==> src/rtl/fc_pkg.sv <==
// Shared FC-layer constants: lane count, beats per layer, accumulator width,
// layer encoding common with the quantizer, and the accumulator FSM encoding.
package fc_pkg;

  localparam int unsigned LANES     = 4;
  localparam int unsigned FC1_BEATS = 200;
  localparam int unsigned FC2_BEATS = 125;
  localparam int unsigned ACC_W     = 32;
  localparam int unsigned ACT_W     = 8;
  localparam int unsigned PROD_W    = 16;
  localparam int unsigned SUM_W     = PROD_W + $clog2(LANES);
  localparam int unsigned MAX_BEATS = (FC1_BEATS > FC2_BEATS) ? FC1_BEATS : FC2_BEATS;
  localparam int unsigned CNT_W     = $clog2(MAX_BEATS + 1);

  localparam logic FC1_STATE = 1'b0;
  localparam logic FC2_STATE = 1'b1;

  typedef enum logic [1:0] {
    ST_IDLE  = 2'd0,
    ST_ACCUM = 2'd1,
    ST_DRAIN = 2'd2,
    ST_DONE  = 2'd3
  } fc_fsm_e;

  // Index of the final beat of a neuron for the given layer.
  function automatic logic [CNT_W-1:0] last_beat(input logic layer);
    return (layer == FC2_STATE) ? CNT_W'(FC2_BEATS - 1) : CNT_W'(FC1_BEATS - 1);
  endfunction

endpackage

==> src/rtl/fc_mac_lanes.sv <==
// Combinational lane multipliers (feeding the stage-1 product register) and
// the adder tree that reduces the registered products to one beat sum.
module fc_mac_lanes
  import fc_pkg::*;
(
  input  logic [ACT_W*LANES-1:0]  act_i,
  input  logic [ACT_W*LANES-1:0]  wgt_i,
  input  logic [PROD_W*LANES-1:0] prod_q_i,
  output logic [PROD_W*LANES-1:0] prod_o,
  output logic [SUM_W-1:0]        sum_o
);

  logic [PROD_W-1:0] a_ext [LANES];
  logic [PROD_W-1:0] w_ext [LANES];
  logic [PROD_W-1:0] p_q   [LANES];

  // Operands sign-extended to product width; the low 16 bits of the product
  // are exact because every 8x8 signed product fits in 16 signed bits.
  always_comb begin
    prod_o = '0;
    for (int i = 0; i < LANES; i++) begin
      a_ext[i] = {{(PROD_W-ACT_W){act_i[ACT_W*i+ACT_W-1]}}, act_i[ACT_W*i +: ACT_W]};
      w_ext[i] = {{(PROD_W-ACT_W){wgt_i[ACT_W*i+ACT_W-1]}}, wgt_i[ACT_W*i +: ACT_W]};
      prod_o[PROD_W*i +: PROD_W] = a_ext[i] * w_ext[i];
    end
  end

  always_comb begin
    sum_o = '0;
    for (int i = 0; i < LANES; i++) begin
      p_q[i] = prod_q_i[PROD_W*i +: PROD_W];
      sum_o  = sum_o + {{(SUM_W-PROD_W){p_q[i][PROD_W-1]}}, p_q[i]};
    end
  end

endmodule

==> src/rtl/fc_accumulator.sv <==
// FC multiply-accumulate stage: bias plus an 8-bit dot product per job, with a
// registered product stage and a registered result for the downstream quantizer.
module fc_accumulator
  import fc_pkg::*;
(
  input  logic                   clk,
  input  logic                   srst,
  input  logic                   fc_state,
  input  logic                   start,
  input  logic [ACC_W-1:0]       bias,
  input  logic                   in_valid,
  output logic                   in_ready,
  input  logic [ACT_W*LANES-1:0] act,
  input  logic [ACT_W*LANES-1:0] wgt,
  output logic                   busy,
  output logic                   acc_valid,
  output logic [ACC_W-1:0]       acc_data,
  output logic                   acc_state
);

  fc_fsm_e                   state_q, state_d;
  logic [CNT_W-1:0]          cnt_q, cnt_d;
  logic [ACC_W-1:0]          acc_q, acc_d;
  logic [PROD_W*LANES-1:0]   prod_q, prod_d;
  logic [ACC_W-1:0]          acc_data_q, acc_data_d;
  logic                      acc_state_q, acc_state_d;
  logic                      in_ready_q, in_ready_d;
  logic                      busy_q, busy_d;
  logic                      acc_valid_q, acc_valid_d;
  logic [PROD_W*LANES-1:0]   prod_c;
  logic [SUM_W-1:0]          sum_c;
  logic                      accept_c;

  fc_mac_lanes u_mac (
    .act_i    (act),
    .wgt_i    (wgt),
    .prod_q_i (prod_q),
    .prod_o   (prod_c),
    .sum_o    (sum_c)
  );

  assign accept_c = in_valid && in_ready_q;

  // Stage 2 runs every cycle; prod_q is zero unless it holds an accepted beat.
  always_comb begin
    state_d     = state_q;
    cnt_d       = cnt_q;
    acc_d       = acc_q + {{(ACC_W-SUM_W){sum_c[SUM_W-1]}}, sum_c};
    prod_d      = '0;
    acc_data_d  = acc_data_q;
    acc_state_d = acc_state_q;
    unique case (state_q)
      ST_IDLE: begin
        if (start) begin
          state_d     = ST_ACCUM;
          acc_d       = bias;
          acc_state_d = fc_state;
          cnt_d       = '0;
        end
      end
      ST_ACCUM: begin
        if (accept_c) begin
          prod_d = prod_c;
          cnt_d  = CNT_W'(cnt_q + 1'b1);
          if (cnt_q == last_beat(acc_state_q)) begin
            state_d = ST_DRAIN;
          end
        end
      end
      ST_DRAIN: begin
        acc_data_d = acc_d;
        state_d    = ST_DONE;
      end
      ST_DONE: begin
        state_d = ST_IDLE;
      end
      default: state_d = ST_IDLE;
    endcase
    in_ready_d  = (state_d == ST_ACCUM);
    busy_d      = (state_d != ST_IDLE);
    acc_valid_d = (state_d == ST_DONE);
  end

  always_ff @(posedge clk) begin
    if (srst) begin
      state_q     <= ST_IDLE;
      cnt_q       <= '0;
      acc_q       <= '0;
      prod_q      <= '0;
      acc_data_q  <= '0;
      acc_state_q <= 1'b0;
      in_ready_q  <= 1'b0;
      busy_q      <= 1'b0;
      acc_valid_q <= 1'b0;
    end else begin
      state_q     <= state_d;
      cnt_q       <= cnt_d;
      acc_q       <= acc_d;
      prod_q      <= prod_d;
      acc_data_q  <= acc_data_d;
      acc_state_q <= acc_state_d;
      in_ready_q  <= in_ready_d;
      busy_q      <= busy_d;
      acc_valid_q <= acc_valid_d;
    end
  end

  assign in_ready  = in_ready_q;
  assign busy      = busy_q;
  assign acc_valid = acc_valid_q;
  assign acc_data  = acc_data_q;
  assign acc_state = acc_state_q;

endmodule

==> config.mk <==
export PLATFORM = sky130hd
export DESIGN_NAME = fc_accumulator
export DESIGN_NICKNAME = d
export VERILOG_FILES = /design/src/rtl/fc_pkg.sv /design/src/rtl/fc_mac_lanes.sv /design/src/rtl/fc_accumulator.sv
export SDC_FILE = /design/constraint.sdc
export NUM_CORES = 1
export LEC_CHECK = 0
export CAP_MARGIN = 20
export CELL_PAD_IN_SITES_DETAIL_PLACEMENT = 0
export CELL_PAD_IN_SITES_GLOBAL_PLACEMENT = 2
export CORE_UTILIZATION = 41
export CTS_CLUSTER_SIZE = 12
export DETAILED_ROUTE_END_ITERATION = 10
export HOLD_SLACK_MARGIN = 0.02
export PLACE_DENSITY_LB_ADDON = 0.1
export SYNTH_ARGS = -nofsm -noshare
export SYNTH_HDL_FRONTEND = slang
export SYNTH_SLANG_ARGS = --single-unit
==> constraint.sdc <==
create_clock -name clk -period 15.85 [get_ports clk]
set_input_delay 3.17 -clock clk [delete_from_list [all_inputs] [get_ports clk]]
set_output_delay 3.17 -clock clk [all_outputs]
set_load 0.01 [all_outputs]
==> flow_metrics.tcl <==
set metrics [dict create \
    worstPathArrival_ps 7770 \
    drv_slew 0 \
    timing.rr.end "acc_q[29]" \
    r2r_slack_ps 8510 \
    grt_pass1_wl_um 68300 \
    run_status "completed" \
    endpoint "prod_q[62]" \
    clock_skew_ps 13.2 \
    cp_slowest_cell "clkdlybuf4s50_1" \
    clkSlewWorstSetupHoldPaths_ps 70 \
    syn_to_final_growth_pct 14.8 \
    syn-mean-instance-area_um2 8.79 \
    path_cells "clkdlybuf4s50_1 > and2_1 > fa_1 > inv_1 > fa_1 > fa_1 > fa_1 > inv_1 > ha_1 > nor2b_1 > o21ai_0 > a21oi_1 > o21ai_0 > a21boi_0 > o21ai_0 > a21oi_1 > o21ai_0 > nor3b_1" \
    drcViolationCount 0 \
    path_max_fanout 8 \
    cts_root_buf "clkbuf_16" \
    synth_ff_type "dfxtp_1" \
    syn_area_um2 17300 \
    hold_path.class "reg -> reg" \
    antenna_left 0 \
    port_buffers 136 \
    crit_path_end_kind "flip-flop" \
    ctsResizeCount 0 \
    critPathLaunch "act[27]" \
    dpl.hpwl_um 32900 \
    critPathRequiredTime_ps 16190 \
    slew_headroom 0.374 \
    ir_worst_vdd_mv 0.0899 \
    r2r_cells 28 \
    max_stage_delay_ps 550 \
    ys_warn_count 0 \
    numCtsBuffers 17 \
    min_period_ps 7430 \
    drt-initial-drc-count 660 \
    finalHoldViolCount 0 \
    gp_congestion 0.854 \
    ys_types 58 \
    die_w_um 207 \
    nNetsFinal 2621 \
    fmax_mhz 135 \
    fin_setup_tns_ps 0 \
    p_leak_nw 9.34 \
    holdPathStages 2 \
    cts_tree "yes" \
    syn_inst 1970 \
    cts_sinks 142 \
    final_layout_size_suffix_gt1_frac 0.0266 \
    synthArstFlopShare 0 \
    routed_via_density 5.00 \
    grt_start_max_net_pins 85 \
    grt_pass1_vias 13900 \
    overflow 0 \
    p_total_mw 2.23 \
    drt_first_pass_iters 5 \
    r2r_start "prod_q[16]" \
    die_area_um2 43000 \
    htreeDepth 4 \
    worstSetupPathType "in -> reg" \
    synth_nets 2497 \
    wl_per_cell_um 15.1 \
    p_per_area_nw_per_um2 112 \
    vias 13200 \
    seq_area_frac_synth 0.164 \
    postCtsSetupBuffers 0 \
    grt_util_all_layers 0.196 \
    clk_path_buf_depth 2 \
    rows 74 \
    core_um2 41200 \
    worstSetupStartpointType "input pin" \
    worstMarginPinSlew_ps 939 \
    synth-edff-count 0 \
    clkLatencyLatePin_ps 440 \
    antennaDiodeCount 0 \
    setup_viol_count_final 0 \
    drv_cap 0 \
    io_pins 137 \
    min_period_over_period 0.469 \
    ctsHoldBuffers 0 \
    routed_wl_um 39800 \
    grt_setup_unrepaired "false" \
    antenna_found_initial 0 \
    start_util 0.420 \
    die_y_um 207 \
    ys_seq_elements 142 \
]
==> Yosys cell counts, types with 7 or more instances <==
| cell type | n | area (um2) |
|---|---|---|
| fa_1 | 240 | 4800 |
| ha_1 | 186 | 2330 |
| nor2_1 | 102 | 383 |
| o21ai_0 | 56 | 280 |
| a21o_1 | 35 | 263 |
| and3_1 | 17 | 106 |
| xor2_1 | 27 | 236 |
| xnor2_1 | 77 | 674 |
| nand3b_1 | 9 | 67.6 |
| nor3_1 | 39 | 195 |
| nand2_1 | 217 | 815 |
| clkbuf_1 | 38 | 143 |
| inv_1 | 301 | 1130 |
| or3_1 | 7 | 43.8 |
| nand2b_1 | 32 | 200 |
| nor2b_1 | 14 | 87.6 |
| o21bai_1 | 13 | 97.6 |
| a211oi_1 | 15 | 113 |
| a21oi_1 | 122 | 611 |
| dfxtp_1 | 142 | 2840 |
| nand3_1 | 24 | 120 |
| and2_1 | 172 | 1080 |
| o21a_1 | 8 | 60.1 |
==> cells by family after synthesis <==
logic type / Yosys count / synth area share
XOR/XNOR: 104 / 0.0526
flip-flops: 142 / 0.164
adder cells (fa/ha/maj): 426 / 0.412
AND/OR/NAND/NOR: 660 / 0.190
AO/OA/AOI/OAI: 299 / 0.107
buffers and inverters: 339 / 0.0735
==> critical path: cells and delay by family <==
family,cells,cell delay [ps]
adder cells (fa/ha/maj),5,2140
AO/OA/AOI/OAI,7,1210
buffers and inverters,3,670
AND/OR/NAND/NOR,3,600
==> cell usage in the layout, fill, tap and decap left out, types with 13 or more instances in the layout <==
cell,n
a211oi_1,15
a21o_1,35
a21oi_1,122
and2_1,172
and3_1,17
clkbuf_16,17
clkdlybuf4s50_1,135
dfxtp_1,142
fa_1,240
ha_1,186
inv_1,301
nand2_1,217
nand2b_1,31
nand3_1,24
nor2_1,102
nor2b_1,13
nor3_1,39
o21ai_0,56
o21bai_1,13
xnor2_1,76
xor2_1,27
==> how the worst min path moves through the flow <==
stage | end | slack (ps) | startpoint
3_3_place_gp | acc_data[22] | 450 | acc_data[22]
5_1_grt | acc_data[8] | 480 | acc_data[8]
6_report | acc_data[12] | 460 | acc_data[12]
4_1_cts | acc_data[7] | 460 | acc_data[7]
3_5_place_dp | acc_data[12] | 450 | acc_data[12]
2_1_floorplan | acc_data[0] | 480 | acc_data[0]
==> stage by stage <==
step | hold slack [ps] | util | setup slack [ps] | area (um2) | std cells
after floorplan | 481 | - | 8830 | 17300 | 1970
after global placement | 445 | 0.467 | 8000 | 19300 | 2607
after detailed placement | 450 | 0.467 | 7930 | 19300 | 2607
after CTS | 459 | 0.482 | 8400 | 19900 | 2639
after global routing | 477 | 0.482 | 7990 | 19900 | 2639
final | 455 | 0.482 | 8420 | 19900 | 2639
==> layout make-up <==
class	count	area (um2)
clock inverter	13	180
multi-input combinational	1489	13200
inverter	301	1130
tap	532	666
timing repair buffer	143	1410
sequential	142	2840
clock buffer	19	443
fill	4112	21300
==> metal layers <==
| metal | GRT usage | vias up | part of all wire |
|---|---|---|---|
| li1 | - | 6572 | - |
| met1 | 0.254 | 6389 | 0.47 |
| met4 | 0.0618 | 0 | 0.024 |
| met3 | 0.0271 | 44 | 0.028 |
| met5 | 0 | - | 0 |
| met2 | 0.337 | 182 | 0.48 |
==> sequential cells by signal, summed over array words and instances, names as in the netlist <==
register   cells
prod_q        64
acc_data      32
acc_q         32
cnt_q          8
state_q        2
acc_state      1
acc_valid      1
busy           1
in_ready       1
==> power breakdown <==
part | switching (mW) | internal [mW]
sequential | 0.0131 | 0.382
clock | 0.175 | 0.256
combinational | 0.773 | 0.630
(Power assumes the default switching activity.)
